[config.mk]
export PLATFORM = sky130hd
export DESIGN_NAME = wb_commit_cp0
export DESIGN_NICKNAME = d
export VERILOG_FILES = /design/src/rtl/wb_commit_cp0.sv
export SDC_FILE = /design/constraint.sdc
export NUM_CORES = 1
export LEC_CHECK = 0
export CAP_MARGIN = 20
export CORE_AREA = 4 4 190 192
export CTS_BUF_LIST = sky130_fd_sc_hd__clkbuf_8 sky130_fd_sc_hd__clkbuf_16
export DETAILED_ROUTE_END_ITERATION = 12
export DIE_AREA = 0 0 194 196
export RECOVER_POWER = 100
export SLEW_MARGIN = 5
export SYNTH_ARGS = -nofsm -noshare
export SYNTH_HDL_FRONTEND = slang
export SYNTH_SLANG_ARGS = --single-unit
export TNS_END_PERCENT = 5
[constraint.sdc]
create_clock -name clock -period 2.31 [get_ports clock]
set_input_delay 0.3465 -clock clock [delete_from_list [all_inputs] [get_ports clock]]
set_output_delay 0.3465 -clock clock [all_outputs]
set_load 0.005 [all_outputs]
[src/rtl/wb_commit_cp0.sv]
// wb_commit_cp0 -- writeback / commit stage.
//   Reads the MEM/WB bundle, drives the register-file write port, owns HI/LO
//   and CP0 Status(12)/Cause(13)/EPC(14), and raises a flush + PC redirect on
//   an exception or ERET. It then sits in TRAP for FLUSH_CYCLES cycles.
//   Optional macro EXT_INT_EN enables external interrupts.
// Ports:
//   clock, reset          rising edge, synchronous active-high reset
//   WB_*                  control/datapath bundle from MEM/WB
//   md_we/md_hi/md_lo     multiply/divide result
//   ext_int[5:0]          external interrupt lines
//   rf_we/rf_waddr/rf_wdata  register-file write port (combinational)
//   hi_q, lo_q, status_q, cause_q, epc_q  architectural state
//   flush, redirect_valid, redirect_pc    one-cycle redirect
//   in_trap               high while in TRAP
module wb_commit_cp0 #(
  parameter logic [31:0] EXC_VECTOR   = 32'h0000_F000,
  parameter int          FLUSH_CYCLES = 3
) (
  input  logic        clock,
  input  logic        reset,
  input  logic        WB_RegWrite,
  input  logic        WB_MemIOtoReg,
  input  logic        WB_Mfhi,
  input  logic        WB_Mflo,
  input  logic        WB_Mthi,
  input  logic        WB_Mtlo,
  input  logic        WB_Jal,
  input  logic        WB_Jalr,
  input  logic        WB_Bgezal,
  input  logic        WB_Bltzal,
  input  logic        WB_Negative,
  input  logic        WB_Overflow,
  input  logic        WB_Divide_zero,
  input  logic        WB_Syscall,
  input  logic        WB_Break,
  input  logic        WB_Reserved_intruction,
  input  logic        WB_Eret,
  input  logic        WB_Mfc0,
  input  logic        WB_Mtc0,
  input  logic [31:0] WB_opcplus4,
  input  logic [31:0] WB_PC,
  input  logic [31:0] WB_ALU_Result,
  input  logic [31:0] WB_MemData,
  input  logic [31:0] WB_rt_value,
  input  logic [4:0]  WB_waddr,
  input  logic [4:0]  WB_rd,
  input  logic        md_we,
  input  logic [31:0] md_hi,
  input  logic [31:0] md_lo,
  input  logic [5:0]  ext_int,
  output logic        rf_we,
  output logic [4:0]  rf_waddr,
  output logic [31:0] rf_wdata,
  output logic [31:0] hi_q,
  output logic [31:0] lo_q,
  output logic [31:0] status_q,
  output logic [31:0] cause_q,
  output logic [31:0] epc_q,
  output logic        flush,
  output logic        redirect_valid,
  output logic [31:0] redirect_pc,
  output logic        in_trap
);

  localparam logic [0:0] RUN  = 1'b0;
  localparam logic [0:0] TRAP = 1'b1;
  localparam logic [2:0] CNT_LAST = 3'(FLUSH_CYCLES - 1);

  logic [0:0]  state;
  logic [2:0]  cnt;
  logic        iv, run, link, sync_exc, int_req, exc, commit, eret_take;
  logic [4:0]  exc_code;
  logic [31:0] cp0_rdata;
  logic [5:0]  int_lines;

  assign iv   = (WB_opcplus4 != 32'd0);
  assign run  = (state == RUN);
  assign link = WB_Jal | WB_Jalr | (WB_Bgezal & ~WB_Negative) | (WB_Bltzal & WB_Negative);

`ifdef EXT_INT_EN
  assign int_lines = ext_int;
  // Uses the current (pre-update) Status, so a same-cycle Mtc0 has no effect.
  assign int_req   = status_q[0] & |(status_q[15:10] & ext_int);
`else
  assign int_lines = 6'd0;
  assign int_req   = 1'b0;
`endif

  assign sync_exc  = WB_Reserved_intruction | WB_Syscall | WB_Break |
                     WB_Overflow | WB_Divide_zero;
  assign exc       = iv & run & ~status_q[1] & (sync_exc | int_req);
  assign commit    = iv & run & ~exc;
  assign eret_take = commit & WB_Eret;

  always_comb begin
    exc_code = 5'd0;
    if      (WB_Reserved_intruction) exc_code = 5'd10;
    else if (WB_Syscall)             exc_code = 5'd8;
    else if (WB_Break)               exc_code = 5'd9;
    else if (WB_Overflow)            exc_code = 5'd12;
    else if (WB_Divide_zero)         exc_code = 5'd7;
  end

  always_comb begin
    case (WB_rd)
      5'd12:   cp0_rdata = status_q;
      5'd13:   cp0_rdata = cause_q;
      5'd14:   cp0_rdata = epc_q;
      default: cp0_rdata = 32'd0;
    endcase
  end

  always_comb begin
    if      (link)          rf_wdata = WB_opcplus4;
    else if (WB_Mfhi)       rf_wdata = hi_q;
    else if (WB_Mflo)       rf_wdata = lo_q;
    else if (WB_Mfc0)       rf_wdata = cp0_rdata;
    else if (WB_MemIOtoReg) rf_wdata = WB_MemData;
    else                    rf_wdata = WB_ALU_Result;
  end

  assign rf_waddr = WB_Jal ? 5'd31 : WB_waddr;
  assign rf_we    = ~reset & commit & (WB_RegWrite | link) & (rf_waddr != 5'd0);
  assign in_trap  = (state == TRAP);

  always_ff @(posedge clock) begin
    if (reset) begin
      state          <= RUN;
      cnt            <= 3'd0;
      hi_q           <= 32'd0;
      lo_q           <= 32'd0;
      status_q       <= 32'd0;
      cause_q        <= 32'd0;
      epc_q          <= 32'd0;
      flush          <= 1'b0;
      redirect_valid <= 1'b0;
      redirect_pc    <= 32'd0;
    end else begin
      flush          <= 1'b0;
      redirect_valid <= 1'b0;

      if (commit) begin
        if (WB_Mthi) hi_q <= WB_ALU_Result;
        if (WB_Mtlo) lo_q <= WB_ALU_Result;
        if (md_we) begin
          hi_q <= md_hi;
          lo_q <= md_lo;
        end
        if (WB_Mtc0) begin
          case (WB_rd)
            5'd12:   status_q <= WB_rt_value;
            5'd13:   cause_q  <= WB_rt_value;
            5'd14:   epc_q    <= WB_rt_value;
            default: ;
          endcase
        end
        if (WB_Eret) status_q[1] <= 1'b0;
      end

      if (exc) begin
        epc_q         <= sync_exc ? WB_PC : WB_opcplus4;
        cause_q[6:2]  <= exc_code;
        status_q[1]   <= 1'b1;
      end

      // Pending-interrupt field tracks the lines every cycle, overriding any Mtc0.
      cause_q[15:10] <= int_lines;

      case (state)
        RUN: begin
          if (exc | eret_take) begin
            state          <= TRAP;
            cnt            <= 3'd0;
            flush          <= 1'b1;
            redirect_valid <= 1'b1;
            redirect_pc    <= exc ? EXC_VECTOR : epc_q;
          end
        end
        default: begin
          if (cnt == CNT_LAST) state <= RUN;
          else                 cnt   <= cnt + 3'd1;
        end
      endcase
    end
  end

endmodule

==> results of run 1 <==
## metal layers
metal	vias to the layer above	track usage (%)	share of wire (%)
li1	5635	-	-
met1	5853	34.6	39
met2	655	50.9	50
met3	106	6.18	6.9
met4	2	11.4	4.0
met5	-	0	0.023
## worst register-to-register path, stage by stage (launching register included)
cell and delay [ps]:
dfxtp_1 400, a21o_1 210, buf_4 180, a221oi_1 570
nor2_4 270, a22o_1 320
## per-stage QoR
step	hold slack [ps]	total power [mW]	util [%]	setup TNS [ps]	instances
2_1_floorplan	461	4.98	-	0	1219
3_3_place_gp	463	6.73	49.2	-104670	2197
3_5_place_dp	464	6.75	49.3	-98290	2198
4_1_cts	156	10.1	52.1	-4650	2249
5_1_grt	176	10.3	52.0	-22490	2252
6_report	178	9.91	52.0	-4730	2252
## worst paths after layout
kind	from	depth (start not counted)	endpoint	slack, ps
max	WB_rd[4]	11	rf_wdata[26]	-190
min	reset	2	cause_q[8]	180
max reg2reg	status_q[1]	5	redirect_pc[30]	250
min reg2reg	redirect_pc[31]	1	redirect_pc[31]	480
## timing repair
| item | CTS | global route |
|---|---|---|
| endpoints found under the setup margin | 50 | 51 |
| resized for setup | 199 | 24 |
| pin swaps | 64 | 34 |
| buffers inserted | 13 | 1 |
| gates cloned | 6 | 0 |
## cells by family (layout without fill, tap and decap cells)
family                   Yosys count  in the layout  share of synthesized area, %
flip-flops                       191            191                          35.9
AND/OR/NAND/NOR                  373            373                          16.9
adder cells (fa/ha/maj)            2              2                         0.235
AO/OA/AOI/OAI                    424            424                          32.4
buffers and inverters            144            720                          7.12
other                              1              8                        0.0352
XOR/XNOR                           1              1                        0.0822
multiplexers                      78             78                          7.33
## sequential cells by signal (all words and copies together), names as in the netlist
signal	count
hi_q	32
redirect_pc	32
cnt	3
in_trap	1
status_q	32
cause_q	26
redirect_valid	1
epc_q	32
lo_q	32
## power by group through the flow
| stage | clock network (mW) | logic, mW | registers (mW) |
|---|---|---|---|
| after floorplan | 0 | 1.20 | 3.78 |
| after global placement | 0 | 2.87 | 3.86 |
| after detailed placement | 0 | 2.90 | 3.86 |
| after CTS | 3.38 | 2.91 | 3.79 |
| after global routing | 3.50 | 2.99 | 3.80 |
| final | 3.32 | 2.81 | 3.78 |
## layout by cell type, fill, tap and decap left out, types with 24 or more instances in the layout
| cell type | synthesis | routed |
|---|---|---|
| nor2_1 | 136 | 134 |
| a211oi_2 | 60 | 59 |
| dfxtp_1 | 191 | 191 |
| a22o_1 | 34 | 31 |
| nand3_1 | 41 | 41 |
| buf_12 | 2 | 24 |
| a21oi_1 | 41 | 40 |
| nand2_1 | 126 | 123 |
| buf_4 | 17 | 116 |
| dlygate4sd3_1 | 0 | 177 |
| clkdlybuf4s50_1 | 0 | 254 |
| o21ai_0 | 136 | 131 |
| nand3b_1 | 26 | 26 |
| a221o_1 | 34 | 34 |
| buf_2 | 17 | 35 |
| mux2i_1 | 78 | 76 |
## final cells by class
cell class / instances / area (um^2) / area share, %
Tap cell: 455 / 569 / 3.18
Timing Repair Buffer: 667 / 6450 / 36.1
Multi-Input combinational cell: 884 / 6300 / 35.2
Clock buffer: 17 / 425 / 2.38
Antenna cell: 2 / 5.00 / 0.0280
Clock inverter: 15 / 224 / 1.25
Sequential cell: 191 / 3820 / 21.4
Inverter: 21 / 78.8 / 0.441
==> impl_metrics.py, run 1 <==
metrics = {
    "drt": {
        "num_vias": 12300,
        "drt_iter0_drc": 835,
        "drc_errors": 0,
        "drt-wirelength-per-cell_um": 25.6,
        "drt.antenna.violating_nets": 0,
        "dr.pass1.iters": 5,
        "routed_via_density": 5.44,
        "wl_um": 57700,
    },
    "synthesis": {
        "ys.flop_type": "dfxtp_1",
        "synth_top_cell_by_area": "dfxtp_1",
        "yosys_warnings": 0,
        "synthDistinctLibCells": 63,
        "syn_area_um2": 10700,
        "syn_avg_cell_area_um2": 8.78,
        "synth.area.top_cells": "dfxtp_1 (36%), mux2i_1 (7.3%), a211oi_2 (7.0%)",
        "synth_cells": 1214,
        "synth_edf_count": 0,
        "postSynth.asyncResetShare_pct": 0,
        "yosys.area.top_type_share_pct": 35.9,
        "ys_ff_latch": 191,
        "synthTopCellsByCount": "dfxtp_1 (191), nor2_1 (136), o21ai_0 (136)",
        "yosysMostFrequentCell": "dfxtp_1",
        "ys_seq_area_share_pct": 35.9,
    },
    "clock_network": {
        "cts_tree": "yes",
        "htree_num_levels": 4,
        "numCtsBuffers": 17,
        "cts_root_buffer": "clkbuf_16",
        "ctsLongestPathBuffers": 2,
        "cts_hold_buf": 0,
        "cts_sinks": 191,
        "clkLatencyLatePin_ps": 460,
        "path_clk_slew_ps": 80,
    },
    "power_and_ir_drop": {
        "leakage_nw": 7.24,
        "power_density_nw_per_um2": 555,
        "seq_power_share_pct": 38.2,
        "max-vdd-ir-drop_v": 0.000525,
        "power.switching_mw": 3.19,
        "internal-power_mw": 6.72,
        "combPwrFrac_pct": 28.4,
        "switching_share_pct": 32.2,
        "clkPwrFrac_pct": 33.5,
    },
    "min_path": {
        "hold_path_class": "in2reg",
    },
    "timing": {
        "setup_viol": 79,
        "hold_violations": 0,
        "drv_slew": 0,
        "worst_pin_slew_ps": 732,
        "max-slew-margin-rel_pct": 51.1,
        "max_freq_mhz": 400,
        "fin_worst_skew_ps": 11.4,
        "setup_slack_ps": -192,
        "rsz0062_at_grt": "true",
        "min_period_over_period_pct": 108,
        "fin_crit_ps": 2500,
    },
    "worst_setup_path": {
        "cpMaxStageDelayCell": "a221o_1",
        "crit_required_ps": 1960,
        "cp_common_cell": "buf_6",
        "critPathLaunchType": "input port",
        "path_buf_inv": 6,
        "crit_arrival_ps": 2160,
        "crit_path_end_kind": "output pin",
        "cp_top_family": "buffers and inverters",
        "max_stage_delay_ps": 390,
        "worst-path-max-fanout": 8,
        "critPathKind": "in2out",
        "path_cells": "buf_6, nand3b_4, buf_6, nor3_4, buf_6, buf_12, nand2_1, a221o_1, a31oi_1, buf_4, buf_6",
    },
    "status": {
        "status": "finished, violations left",
        "violations": "negative setup slack",
    },
    "placed_design": {
        "gp_congestion": 0.946,
        "hpwl_um": 44800,
        "placement.io_buffers": 482,
        "post_dp_cell_area_um2": 16900,
        "dp_slack_ps": -900,
    },
    "floorplan": {
        "start_util_pct": 31.0,
        "num_rows": 68,
        "dieArea_um2": 38000,
        "dieWidth_um": 194,
        "placeableCoreArea_um2": 34400,
        "ios": 495,
        "die_y_um": 196,
    },
    "cells_and_area": {
        "drive_above_1_share_pct": 21.1,
        "final_area_um2": 17900,
        "syn2layout_area_growth_pct": 67.8,
        "nFillCells": 3291,
        "nets": 2046,
    },
    "grt": {
        "antenna_found_initial": 3,
        "grt_pass1_wl_um": 83600,
        "grt_usage_pct": 29.0,
        "grt_max_degree": 74,
        "grt_pass1_vias": 12500,
        "overflow": 0,
    },
    "flow_run": {
        "cap_viol_max_count": 0,
    },
}
Power figures use the tool's default switching activity.
==> run 2, diff against run 1 <==
--- a/config.mk
+++ b/config.mk
@@ -11,6 +11,7 @@
 export DETAILED_ROUTE_END_ITERATION = 12
 export DIE_AREA = 0 0 194 196
 export RECOVER_POWER = 100
+export SKIP_LAST_GASP = 1
 export SLEW_MARGIN = 5
 export SYNTH_ARGS = -nofsm -noshare
 export SYNTH_HDL_FRONTEND = slang
==> impl_metrics.py, run 2 (synthesized netlist as in run 1, its figures left out) <==
metrics = {
    "flow_run": {
        "cap_viol_max_count": 0,
    },
    "clock_network": {
        "path_clk_slew_ps": 80,
        "clkLatencyLatePin_ps": 460,
        "htree_num_levels": 4,
        "cts_root_buffer": "clkbuf_16",
        "numCtsBuffers": 17,
        "ctsLongestPathBuffers": 2,
        "cts_sinks": 191,
        "cts_tree": "yes",
        "cts_hold_buf": 0,
    },
    "power_and_ir_drop": {
        "seq_power_share_pct": 38.4,
        "max-vdd-ir-drop_v": 0.000523,
        "power_density_nw_per_um2": 557,
        "power.switching_mw": 3.17,
        "switching_share_pct": 32.2,
        "clkPwrFrac_pct": 33.7,
        "leakage_nw": 7.17,
        "combPwrFrac_pct": 27.9,
        "internal-power_mw": 6.68,
    },
    "status": {
        "violations": "negative setup slack",
        "status": "finished, violations left",
    },
    "floorplan": {
        "ios": 495,
        "die_y_um": 196,
        "start_util_pct": 31.0,
        "num_rows": 68,
        "dieWidth_um": 194,
        "placeableCoreArea_um2": 34400,
        "dieArea_um2": 38000,
    },
    "grt": {
        "overflow": 0,
        "antenna_found_initial": 6,
        "grt_pass1_vias": 12600,
        "grt_max_degree": 74,
        "grt_usage_pct": 28.9,
        "grt_pass1_wl_um": 83500,
    },
    "cells_and_area": {
        "final_cell_mix": "clkdlybuf4s50_1 (258), dfxtp_1 (191), dlygate4sd3_1 (175)",
        "final_cells": 2254,
        "nets": 2046,
        "drive_above_1_share_pct": 19.7,
        "syn2layout_area_growth_pct": 65.8,
        "final_common_cell": "clkdlybuf4s50_1",
        "multi_input_area_um2": 6170,
        "nFillCells": 3327,
        "seq_area_um2": 3820,
        "fin_util_pct": 51.4,
    },
    "placed_design": {
        "post-place-cells": 2198,
        "gp_congestion": 0.946,
        "placement.io_buffers": 482,
        "hpwl_um": 44800,
        "dp_slack_ps": -900,
    },
    "drt": {
        "routed_via_density": 5.42,
        "wl_um": 57800,
        "num_vias": 12200,
        "dr.pass1.iters": 7,
        "drt-wirelength-per-cell_um": 25.6,
        "drt_iter0_drc": 835,
        "drt.antenna.violating_nets": 0,
        "drc_errors": 0,
    },
    "worst_setup_path": {
        "worst-path-max-fanout": 8,
        "crit_path_end_kind": "output pin",
        "rr_worst_depth": 5,
        "cp_common_cell": "buf_6",
        "critPathLaunchType": "input port",
        "cp_top_family": "buffers and inverters",
        "reg2reg_from": "status_q[1]",
        "critPathKind": "in2out",
        "cpMaxStageDelayCell": "a221o_1",
        "crit_start": "WB_rd[4]",
        "regToRegSetupSlack_ps": 220,
        "path_cells": "buf_6, nand3b_4, buf_6, nor3_4, buf_6, buf_12, nand2_1, a221o_1, a31oi_1, buf_4, buf_6",
        "max_stage_delay_ps": 390,
        "crit_required_ps": 1960,
        "worstSetupPathDepth": 11,
        "cp-endpoint": "rf_wdata[26]",
        "worstReg2RegEnd": "redirect_pc[30]",
        "path_buf_inv": 6,
        "crit_arrival_ps": 2160,
    },
    "timing": {
        "setup_slack_ps": -198,
        "worst_pin_slew_ps": 739,
        "rsz0062_at_grt": "true",
        "setup_viol": 94,
        "max_freq_mhz": 399,
        "hold_violations": 0,
        "min_period_over_period_pct": 109,
        "fin_crit_ps": 2510,
        "max-slew-margin-rel_pct": 50.6,
        "fin_worst_skew_ps": 10.7,
        "holdWs_ps": 178,
        "drv_slew": 0,
    },
    "min_path": {
        "hold_path_class": "in2reg",
    },
}
run 2: cell count changes in the layout (fill, tap and decap cells not counted), moves of 4 or more:
| cell | previous run | this run |
|---|---|---|
| clkbuf_2 | 2 | 7 |
| a221oi_1 | 18 | 24 |
| buf_12 | 24 | 19 |
| a211oi_2 | 59 | 47 |
| clkdlybuf4s50_1 | 254 | 258 |
| a221oi_2 | 9 | 3 |
| a211oi_1 | 9 | 21 |
run 2: how the worst min path moves through the flow:
stage,startpoint,to,slack (ps),cells past startpoint
floorplan,cnt[0],cnt[0],460,2
global placement,redirect_pc[3],redirect_pc[3],460,1
detailed placement,redirect_pc[31],redirect_pc[31],460,1
CTS,reset,cause_q[6],160,2
global route,reset,cause_q[6],180,2
finish,reset,cause_q[8],180,2
run 2: metal layers:
layer	GRT usage (%)	part of all wire (%)
met1	34.7	40
met2	50.8	50
met3	5.94	6.6
met4	11.6	3.6
met5	0	0.047
run 2: timing repair:
| item | 4_1_cts | 5_1_grt |
|---|---|---|
| pin swaps | 56 | 21 |
| buffers inserted | 13 | 3 |
| gates resized for setup | 173 | 25 |
| setup endpoints to repair | 50 | 66 |
| gates cloned | 6 | 1 |
run 2: layout make-up:
| type | instances | area share (%) |
|---|---|---|
| diodes | 4 | 0.0567 |
| clock buffers | 17 | 2.41 |
| clock inverters | 15 | 1.27 |
| inverters | 21 | 0.446 |
| multi-input cells | 884 | 34.9 |
| flip-flops and latches | 191 | 21.6 |
| well taps | 455 | 3.22 |
| repair buffers | 667 | 36.0 |
run 2: stage by stage:
step	power (mW)	instance area [um^2]	setup TNS, ps
after global routing	10.2	17700	-13950
after detailed placement	6.75	16900	-98290
after floorplan	4.98	10700	0
final	9.85	17700	-6310
after CTS	10.1	17900	-5770
after global placement	6.73	16900	-104670
run 2: power by group through the flow:
stage	logic, mW	registers [mW]	clock network [mW]
after floorplan	1.20	3.78	0
after global placement	2.87	3.86	0
after detailed placement	2.90	3.86	0
after CTS	2.91	3.79	3.38
after global routing	2.92	3.80	3.49
final	2.75	3.78	3.32
==> run 3, diff against run 2 <==
--- a/config.mk
+++ b/config.mk
@@ -11,8 +11,8 @@
 export DETAILED_ROUTE_END_ITERATION = 12
 export DIE_AREA = 0 0 194 196
 export RECOVER_POWER = 100
+export SKIP_CTS_REPAIR_TIMING = 1
 export SKIP_LAST_GASP = 1
-export SLEW_MARGIN = 5
 export SYNTH_ARGS = -nofsm -noshare
 export SYNTH_HDL_FRONTEND = slang
 export SYNTH_SLANG_ARGS = --single-unit
==> impl_metrics.py, run 3 (synthesized netlist as in run 1, its figures left out) <==
metrics = {
    "timing": {
        "max-slew-margin-rel_pct": 51.8,
        "fin_crit_ps": 2460,
        "drv_slew": 0,
        "fin_worst_skew_ps": 13.9,
        "rsz0062_at_grt": "true",
        "setup_viol": 41,
        "setup_slack_ps": -154,
        "max_freq_mhz": 406,
        "hold_violations": 0,
        "worst_pin_slew_ps": 724,
        "min_period_over_period_pct": 107,
    },
    "clock_network": {
        "path_clk_slew_ps": 80,
        "numCtsBuffers": 17,
        "cts_sinks": 191,
        "cts_root_buffer": "clkbuf_16",
        "htree_num_levels": 4,
        "clkLatencyLatePin_ps": 440,
        "ctsLongestPathBuffers": 2,
        "cts_tree": "yes",
    },
    "cells_and_area": {
        "final_area_um2": 17900,
        "final_common_cell": "clkdlybuf4s50_1",
        "final_cell_mix": "clkdlybuf4s50_1 (319), dfxtp_1 (191), buf_4 (138)",
        "drive_above_1_share_pct": 19.6,
        "syn2layout_area_growth_pct": 68.1,
        "nets": 2032,
    },
    "min_path": {
        "hold_path_class": "in2reg",
    },
    "placed_design": {
        "post_dp_cell_area_um2": 16900,
        "gp_congestion": 0.946,
        "placement.io_buffers": 482,
        "hpwl_um": 44800,
    },
    "worst_setup_path": {
        "crit_required_ps": 1960,
        "critPathLaunchType": "input port",
        "worst-path-max-fanout": 8,
        "crit_arrival_ps": 2120,
        "critPathKind": "in2out",
        "cp_common_cell": "buf_6",
        "cpMaxStageDelayCell": "a221o_1",
        "path_cells": "buf_6, nand3b_4, buf_6, nor3_4, buf_12, buf_12, nand2_2, a221o_1, a31oi_1, buf_4, buf_6",
        "max_stage_delay_ps": 380,
        "crit_path_end_kind": "output pin",
        "cp_top_family": "buffers and inverters",
        "path_buf_inv": 6,
    },
    "flow_run": {
        "cap_viol_max_count": 0,
    },
    "drt": {
        "wl_um": 57300,
        "routed_via_density": 5.44,
        "drc_errors": 0,
        "drt.antenna.violating_nets": 0,
        "drt-wirelength-per-cell_um": 25.6,
        "drt_iter0_drc": 882,
        "num_vias": 12200,
        "dr.pass1.iters": 5,
    },
    "power_and_ir_drop": {
        "switching_share_pct": 32.7,
        "combPwrFrac_pct": 29.4,
        "leakage_nw": 7.41,
        "max-vdd-ir-drop_v": 0.000504,
        "power_density_nw_per_um2": 545,
        "clkPwrFrac_pct": 31.8,
        "p_total_mw": 9.76,
        "internal-power_mw": 6.57,
        "seq_power_share_pct": 38.8,
        "power.switching_mw": 3.19,
    },
    "grt": {
        "grt_max_degree": 74,
        "grt_pass1_vias": 12300,
        "grt_pass1_wl_um": 82000,
        "antenna_found_initial": 8,
        "grt_usage_pct": 28.3,
        "overflow": 0,
    },
    "floorplan": {
        "start_util_pct": 31.0,
        "dieArea_um2": 38000,
        "placeableCoreArea_um2": 34400,
        "dieWidth_um": 194,
        "ios": 495,
        "num_rows": 68,
        "die_y_um": 196,
    },
    "status": {
        "violations": "negative setup slack",
        "status": "finished, violations left",
    },
}
[run 3: layout make-up]
type                            count  area, um^2
Antenna cell                        4        10.0
Clock buffer                       17         425
Clock inverter                     15         183
Fill cell                        3239       16500
Inverter                           21        78.8
Multi-Input combinational cell    884        6260
Sequential cell                   191        3820
Tap cell                          455         569
Timing Repair Buffer              653        6570
[run 3: through the flow]
step                      hold slack [ps]  worst slack (ps)  utilization [%]  cells  TNS (ps)
after floorplan                       461               286                -   1219         0
after global placement                463              -875             49.2   2197   -104670
after detailed placement              464              -933             49.3   2198   -104690
after CTS                             162              -936             51.1   2230    -28950
after global routing                  175              -204             52.1   2240     -6270
final                                 187              -154             52.1   2240     -3470
[run 3: worst reg2reg max path, cell delays in order (launching register included)]
cell,delay (ps)
dfxtp_1,390
a21o_1,220
clkbuf_2,220
a221oi_1,630
nor2_4,280
a22o_1,310
[run 3: power groups by stage]
| stage | logic, mW | clock network, mW | registers [mW] |
|---|---|---|---|
| 2_1_floorplan | 1.20 | 0 | 3.78 |
| 3_3_place_gp | 2.87 | 0 | 3.86 |
| 3_5_place_dp | 2.90 | 0 | 3.86 |
| 4_1_cts | 2.91 | 3.18 | 3.79 |
| 5_1_grt | 3.05 | 3.29 | 3.80 |
| 6_report | 2.87 | 3.10 | 3.78 |
[run 3: path summary, 6_finish.rpt]
check	slack, ps	endpoint	startpoint	depth (start not counted)
worst min register to register	470	redirect_pc[31]	redirect_pc[31]	1
worst max register to register	160	redirect_pc[16]	status_q[1]	5
worst max-delay path	-150	rf_wdata[26]	WB_rd[4]	11
worst min-delay path	190	status_q[5]	reset	2
[run 3: layer usage]
metal | track usage (%) | up-vias | wire [um] | part of all wire [%]
li1 | - | 5608 | - | -
met1 | 33.1 | 5876 | 22600 | 39
met2 | 50.6 | 612 | 28900 | 50
met3 | 6.56 | 81 | 3910 | 6.8
met4 | 10.4 | 6 | 1880 | 3.3
met5 | 0 | - | 38 | 0.066
